$ cat config.mk
export PLATFORM = sky130hd
export DESIGN_NAME = grid_move_resolver
export DESIGN_NICKNAME = d
export VERILOG_FILES = /design/src/rtl/grid_move_resolver.sv
export SDC_FILE = /design/constraint.sdc
export NUM_CORES = 2
export LEC_CHECK = 0
export ABC_CLOCK_PERIOD_IN_PS = 3200
export BUFFER_PORTS_ARGS = -buffer_cell sky130_fd_sc_hd__buf_2
export CAP_MARGIN = 20
export CORE_UTILIZATION = 50
export CTS_BUF_LIST = sky130_fd_sc_hd__clkbuf_2 sky130_fd_sc_hd__clkbuf_4 sky130_fd_sc_hd__clkbuf_8
export CTS_CLUSTER_DIAMETER = 80
export CTS_CLUSTER_SIZE = 30
export DETAILED_ROUTE_END_ITERATION = 8
export HOLD_SLACK_MARGIN = 0.15
export PLACE_DENSITY = 0.64
export SYNTH_ARGS = -nofsm -noshare
export SYNTH_HDL_FRONTEND = slang
export SYNTH_SLANG_ARGS = --single-unit
$ cat constraint.sdc
create_clock -name clk -period 3.2 [get_ports clk]
set_input_delay 0.32 -clock clk [delete_from_list [all_inputs] [get_ports clk]]
set_output_delay 0.32 -clock clk [all_outputs]
set_load 0.01 [all_outputs]
$ cat src/rtl/grid_move_resolver.sv
// grid_move_resolver
//   Holds the player position and resolves move requests against NUM_MAPS
//   wall maps that can be loaded at runtime. Valid/ready handshake on both
//   the request side (input decode) and the response side (renderer / game FSM).
//
//   Each move takes three steps:
//     accept -> LOOKUP -> RESP
//   The response is valid two cycles after accept. With rsp_ready held high,
//   one move completes every three cycles.
//
// Ports
//   clk, resetn             clock; asynchronous active-low reset
//   wr_en/wr_map/wr_row/wr_data
//                           Map row write. In wr_data the MSB is column 0,
//                           1 = wall. Out-of-range map or row is ignored.
//   pos_load/_x/_y          Teleport. Honoured only in IDLE, and takes
//                           priority over a request.
//   req_valid/req_ready     Move request handshake.
//   req_move                100 right, 001 up, 010 left, 011 down,
//                           any other code = stay.
//   req_map                 Map checked for this request.
//   rsp_valid/rsp_ready     Response handshake. The response is held
//                           until accepted.
//   rsp_x/rsp_y             Current position.
//   rsp_blocked             Move rejected (wall, grid edge or bad map).
//   rsp_exit                Unblocked move landed on a border cell.
//                           Driven only when EXIT_DETECT_EN is defined;
//                           otherwise tied 0.
//
// Optional feature macro: EXIT_DETECT_EN
module grid_move_resolver #(
  parameter int GRID_W   = 20,
  parameter int GRID_H   = 15,
  parameter int COORD_W  = 5,
  parameter int NUM_MAPS = 4,
  parameter int MAP_W    = 2,
  parameter int START_X  = 8,
  parameter int START_Y  = 0
) (
  input  logic               clk,
  input  logic               resetn,
  input  logic               wr_en,
  input  logic [MAP_W-1:0]   wr_map,
  input  logic [COORD_W-1:0] wr_row,
  input  logic [GRID_W-1:0]  wr_data,
  input  logic               pos_load,
  input  logic [COORD_W-1:0] pos_load_x,
  input  logic [COORD_W-1:0] pos_load_y,
  input  logic               req_valid,
  output logic               req_ready,
  input  logic [2:0]         req_move,
  input  logic [MAP_W-1:0]   req_map,
  output logic               rsp_valid,
  input  logic               rsp_ready,
  output logic [COORD_W-1:0] rsp_x,
  output logic [COORD_W-1:0] rsp_y,
  output logic               rsp_blocked,
  output logic               rsp_exit
);

  localparam logic [COORD_W-1:0] ZERO_C    = {COORD_W{1'b0}};
  localparam logic [COORD_W-1:0] ONE_C     = {{(COORD_W-1){1'b0}}, 1'b1};
  localparam logic [COORD_W-1:0] X_MAX_C   = COORD_W'(GRID_W - 1);
  localparam logic [COORD_W-1:0] Y_MAX_C   = COORD_W'(GRID_H - 1);
  localparam logic [MAP_W:0]     MAP_LIM_C = (MAP_W + 1)'(NUM_MAPS);

  typedef enum logic [1:0] {
    ST_IDLE   = 2'd0,
    ST_LOOKUP = 2'd1,
    ST_RESP   = 2'd2
  } state_t;

  state_t state_r;
  state_t state_nxt_s;

  logic [GRID_W-1:0]  map_mem_r [NUM_MAPS][GRID_H];
  logic [COORD_W-1:0] pos_x_r;
  logic [COORD_W-1:0] pos_y_r;
  logic [COORD_W-1:0] tgt_x_r;
  logic [COORD_W-1:0] tgt_y_r;
  logic               edge_blk_r;
  logic               stay_r;
  logic [MAP_W-1:0]   map_sel_r;
  logic               rsp_valid_r;
  logic               rsp_blocked_r;
  logic               rsp_exit_r;

  logic [COORD_W-1:0] tgt_x_s;
  logic [COORD_W-1:0] tgt_y_s;
  logic               edge_blk_s;
  logic               stay_s;
  logic [GRID_W-1:0]  row_s;
  logic               wall_s;
  logic               blocked_s;
  logic               exit_s;

  assign req_ready   = (state_r == ST_IDLE) & ~pos_load;
  assign rsp_valid   = rsp_valid_r;
  assign rsp_x       = pos_x_r;
  assign rsp_y       = pos_y_r;
  assign rsp_blocked = rsp_blocked_r;
  assign rsp_exit    = rsp_exit_r;

  // State register.
  always_ff @(posedge clk or negedge resetn) begin
    if (!resetn) begin
      state_r <= ST_IDLE;
    end else begin
      state_r <= state_nxt_s;
    end
  end

  // Next-state logic. A teleport in IDLE wins over a pending request.
  always_comb begin
    state_nxt_s = state_r;
    case (state_r)
      ST_IDLE:   state_nxt_s = (req_valid && !pos_load) ? ST_LOOKUP : ST_IDLE;
      ST_LOOKUP: state_nxt_s = ST_RESP;
      ST_RESP:   state_nxt_s = rsp_ready ? ST_IDLE : ST_RESP;
      default:   state_nxt_s = ST_IDLE;
    endcase
  end

  // Target computation at accept time. At a grid edge the target stays at
  // the current position, so the later map read never leaves the grid.
  always_comb begin
    tgt_x_s    = pos_x_r;
    tgt_y_s    = pos_y_r;
    edge_blk_s = 1'b0;
    stay_s     = 1'b0;
    case (req_move)
      3'b100: begin
        if (pos_x_r == X_MAX_C) edge_blk_s = 1'b1;
        else                    tgt_x_s    = pos_x_r + ONE_C;
      end
      3'b010: begin
        if (pos_x_r == ZERO_C) edge_blk_s = 1'b1;
        else                   tgt_x_s    = pos_x_r - ONE_C;
      end
      3'b001: begin
        if (pos_y_r == ZERO_C) edge_blk_s = 1'b1;
        else                   tgt_y_s    = pos_y_r - ONE_C;
      end
      3'b011: begin
        if (pos_y_r == Y_MAX_C) edge_blk_s = 1'b1;
        else                    tgt_y_s    = pos_y_r + ONE_C;
      end
      default: stay_s = 1'b1;
    endcase
  end

  // Map lookup during LOOKUP. Rows are selected by compare, not by array
  // index, so an out-of-range map/row reads as open; bad maps are rejected
  // separately through map_ok.
  always_comb begin
    row_s  = {GRID_W{1'b0}};
    wall_s = 1'b0;
    exit_s = 1'b0;
    for (int m = 0; m < NUM_MAPS; m++) begin
      for (int r = 0; r < GRID_H; r++) begin
        row_s = ((map_sel_r == MAP_W'(m)) && (tgt_y_r == COORD_W'(r))) ?
                map_mem_r[m][r] : row_s;
      end
    end
    for (int c = 0; c < GRID_W; c++) begin
      wall_s = (tgt_x_r == COORD_W'(c)) ? row_s[GRID_W-1-c] : wall_s;
    end
    blocked_s = ~stay_r & (edge_blk_r | ({1'b0, map_sel_r} >= MAP_LIM_C) | wall_s);
`ifdef EXIT_DETECT_EN
    exit_s = ~blocked_s & ~stay_r &
             ((tgt_x_r == ZERO_C) | (tgt_x_r == X_MAX_C) |
              (tgt_y_r == ZERO_C) | (tgt_y_r == Y_MAX_C));
`else
    exit_s = 1'b0;
`endif
  end

  // Position, latched request and registered response.
  always_ff @(posedge clk or negedge resetn) begin
    if (!resetn) begin
      pos_x_r       <= COORD_W'(START_X);
      pos_y_r       <= COORD_W'(START_Y);
      tgt_x_r       <= COORD_W'(START_X);
      tgt_y_r       <= COORD_W'(START_Y);
      edge_blk_r    <= 1'b0;
      stay_r        <= 1'b0;
      map_sel_r     <= {MAP_W{1'b0}};
      rsp_valid_r   <= 1'b0;
      rsp_blocked_r <= 1'b0;
      rsp_exit_r    <= 1'b0;
    end else begin
      case (state_r)
        ST_IDLE: begin
          if (pos_load) begin
            pos_x_r <= pos_load_x;
            pos_y_r <= pos_load_y;
          end else if (req_valid) begin
            tgt_x_r    <= tgt_x_s;
            tgt_y_r    <= tgt_y_s;
            edge_blk_r <= edge_blk_s;
            stay_r     <= stay_s;
            map_sel_r  <= req_map;
          end
        end
        ST_LOOKUP: begin
          rsp_valid_r   <= 1'b1;
          rsp_blocked_r <= blocked_s;
          rsp_exit_r    <= exit_s;
          if (!blocked_s) begin
            pos_x_r <= tgt_x_r;
            pos_y_r <= tgt_y_r;
          end
        end
        ST_RESP: begin
          if (rsp_ready) rsp_valid_r <= 1'b0;
        end
        default: rsp_valid_r <= 1'b0;
      endcase
    end
  end

  // Wall map storage. A write lands on the edge, so a same-edge LOOKUP
  // read still sees the old row.
  always_ff @(posedge clk or negedge resetn) begin
    if (!resetn) begin
      for (int m = 0; m < NUM_MAPS; m++) begin
        for (int r = 0; r < GRID_H; r++) begin
          map_mem_r[m][r] <= {GRID_W{1'b0}};
        end
      end
    end else begin
      for (int m = 0; m < NUM_MAPS; m++) begin
        for (int r = 0; r < GRID_H; r++) begin
          if (wr_en && (wr_map == MAP_W'(m)) && (wr_row == COORD_W'(r))) begin
            map_mem_r[m][r] <= wr_data;
          end
        end
      end
    end
  end

endmodule
==> results.md <==
* Fin cells at 7686
* Syn nets at 5184
* Most frequent CP cell: buf_4
* CP Launch Type: flop
* Max frequency at 229 MHz
* DRC violations left at 0
* Core area at 119000 um2
* RR Startpoint: tgt_y_r[0]
* Layout cell share with drive strength beyond 1 at 47.9%
* Required time worst endpoint at 3.98 ns
* Dpl hpwl at 235 mm
* Final setup TNS at -12.65 ns
* Worst Setup End Kind: flop
* Register area share after synthesis at 51.1%
* Synth Instances at 5131
* Peak VDD IR at 0.636 mV
* Initial antenna violation count at 41
* Final instance area at 74800 um2
* DRT Pass-1 Iters at 8
* Synth Register Bits at 1228
* Fin crit period at 4.37 ns
* RD Place Congestion at 1.17
* Clk_lat worst skew at 0.99 ns
* Final Slew Violations at 0
* Place WS at -1.62 ns
* Fin crit share at 136%
* Max-cap violations at 0
* Die area at 122000 um2
* Failing checks: negative setup slack
* Mean Syn Cell Area at 11.7 um2
* Post-DRT Antenna Nets at 0
* Hold Path Origin: wr_row[2]
* Fin Hold WS at 0.146 ns
* CTS Buf Count at 60
* Synth cell types at 103
* Yosys Warn Count at 0
* Syn Std Cell Area at 60100 um2
* Rel. slew slack at 19.6%
* Setup CP Type: reg2reg
* Initial Utilization at 50.7%
* H-tree depth at 2
* Final setup vio count at 11
* Crit Path Max Fanout at 12
* Buffers on Ports at 60
* Maximum clock path buffer count at 3
* Wirelength, routed at 323 mm
* CP top delay family: compound AO/OA/AOI/OAI gates
* GR Overflow Total at 0
* Die W at 349 um
* Post-DP Area at 70500 um2
* Die height at 349 um
* Beginning of the critical path: tgt_y_r[0]
* Number of synthesized flops with an enable pin at 0
* Crit-path cells: buf_6 -> and2_1 -> buf_4 -> buf_4 -> a211oi_1 -> nor3_1 -> a211oi_2 -> o22ai_1 -> buf_4 -> o211ai_1 -> nand3_1 -> o221ai_4 -> buf_4 -> nand3_4 -> nor2_4 -> buf_12 -> o31ai_1
* Via/cell ratio at 7.04
* Layout area overhead at 24.4%
* First-pass GRT wire length at 438 mm
* Clock Sinks at 1228
* Gr usage total at 52.8%
* Row count at 126
* Buf+Inv Stages, Crit Path at 6
* TritonCTS clock tree: built
* Dpl cells at 7432
* Power, Total at 52.6 mW
* Total number of vias at 54100
* Pin count of the biggest net entering global routing at 109
* I/O pin count at 62
* Initial DRC Count at 7866
* Critical-path top delay cell: dfrtp_4
* Final WS setup at -1.17 ns
* WP data arrival at 5.14 ns
* Commonest non-fill, non-tap cell in the layout: dfrtp_1
* Largest stage delay, worst path at 0.56 ns
* Final net count at 6079
* Lkg Pwr at 35.5 nW
* Clock slew at reported path FFs at 0.16 ns
* Final Hold Violating Endpoints at 0
* Routed WL per cell at 42.1 um
* Top FF cell, synth: dfrtp_1
* RSZ-0062 raised after global routing: true
* Clock Tree Root: clkbuf_8
* Worst Clk Skew at 0.106 ns
* Cell Pwr Density at 703 nW/um2
* Worst Hold Class: in2reg
* Final core occ at 63.0%
* Ys async rst share at 100%
* Worst Tran Pin Value at 1.21 ns
* Status: complete, but fails checks
* Commonest non-fill, non-tap cells in the layout: dfrtp_1 (1220), mux2_2 (1219), buf_4 (1070)
* Vias in the first global route at 52000
[what timing repair did]
item                        CTS  global route
cloned                        3             3
gates resized for setup     203           118
buffers inserted             69            21
pin swaps                    59            40
hold buffers                 41             0
setup endpoints to repair    11            11
hold endpoints to repair   1497             0
[per-layer routing]
| metal | up-vias | part of all wire (%) | global-route usage (%) |
|---|---|---|---|
| met5 | - | 0.073 | 0 |
| met4 | 34 | 10 | 41.9 |
| met3 | 1378 | 13 | 19.6 |
| met2 | 4151 | 41 | 74.1 |
| met1 | 27700 | 36 | 65.2 |
| li1 | 20900 | - | - |
[state kept, by name (all words and copies together) (netlist names)]
name         count
rsp_valid        1
map_mem_r     1200
state_r          2
map_sel_r        2
rsp_x            5
edge_blk_r       1
rsp_y            5
tgt_y_r          5
rsp_blocked      1
stay_r           1
tgt_x_r          5
[power by group]
part / switching [mW] / internal, mW / total [mW]
combinational: 16.3 / 10.2 / 26.5
clock: 5.83 / 2.26 / 8.10
sequential: 1.13 / 16.9 / 18.0
[worst min-delay path, cell delays in order]
cell and delay (ns):
buf_2 0.18, nor3_1 0.07, buf_4 0.18, nand2_1 0.09
buf_4 0.11, mux2_2 0.14
[area by class of cell]
| type | instances | area (um2) |
|---|---|---|
| clock buffers | 66 | 890 |
| inverters | 28 | 113 |
| fillers | 9683 | 43900 |
| multi-input cells | 3356 | 28500 |
| diodes | 22 | 55.1 |
| flip-flops and latches | 1228 | 30700 |
| repair buffers | 1352 | 12000 |
| well taps | 1600 | 2000 |
| clock inverters | 34 | 536 |
[final timing paths]
check | to | slack, ns | cells past startpoint
max | rsp_blocked | -1.17 | 17
min | map_mem_r[987] | 0.15 | 6
max reg2reg | rsp_blocked | -1.17 | 17
min reg2reg | rsp_valid | 0.49 | 1
max in group asynchronous | map_mem_r[1082] | 2.21 | 4
min in group asynchronous | map_mem_r[388] | 0.17 | 3
[Yosys cell counts, types with 29 or more instances]
| cell type | number | share of area (%) |
|---|---|---|
| nand2_1 | 248 | 1.5 |
| and3_1 | 37 | 0.38 |
| a22oi_1 | 100 | 1.2 |
| nor3_1 | 93 | 0.77 |
| nor2_1 | 189 | 1.2 |
| clkbuf_1 | 327 | 2.0 |
| or3_1 | 29 | 0.30 |
| mux2i_1 | 39 | 0.65 |
| a221oi_1 | 34 | 0.50 |
| nand2b_1 | 32 | 0.33 |
| a31oi_1 | 43 | 0.45 |
| nor4_1 | 31 | 0.32 |
| o22ai_1 | 123 | 1.3 |
| o21ai_0 | 204 | 1.7 |
| dfrtp_1 | 1226 | 51 |
| a21oi_1 | 213 | 1.8 |
| nand3_1 | 93 | 0.77 |
| o221ai_1 | 37 | 0.54 |
| mux2_2 | 1220 | 23 |
| buf_2 | 106 | 0.88 |
| nor2b_1 | 33 | 0.34 |
| o211ai_1 | 44 | 0.55 |
| buf_1 | 49 | 0.31 |
| a211oi_1 | 49 | 0.61 |
[logic make-up after synthesis]
| kind of cell | after synthesis | share of synthesized area, % |
|---|---|---|
| simple gates | 900 | 7.57 |
| other cells | 1 | 0.00624 |
| mux | 1262 | 23.6 |
| fa+ha+maj | 5 | 0.104 |
| flops | 1228 | 51.1 |
| xor+xnor | 7 | 0.102 |
| buf+inv | 548 | 3.95 |
| compound gates | 1180 | 13.6 |
Note: power is estimated with default switching activity, not from simulation.
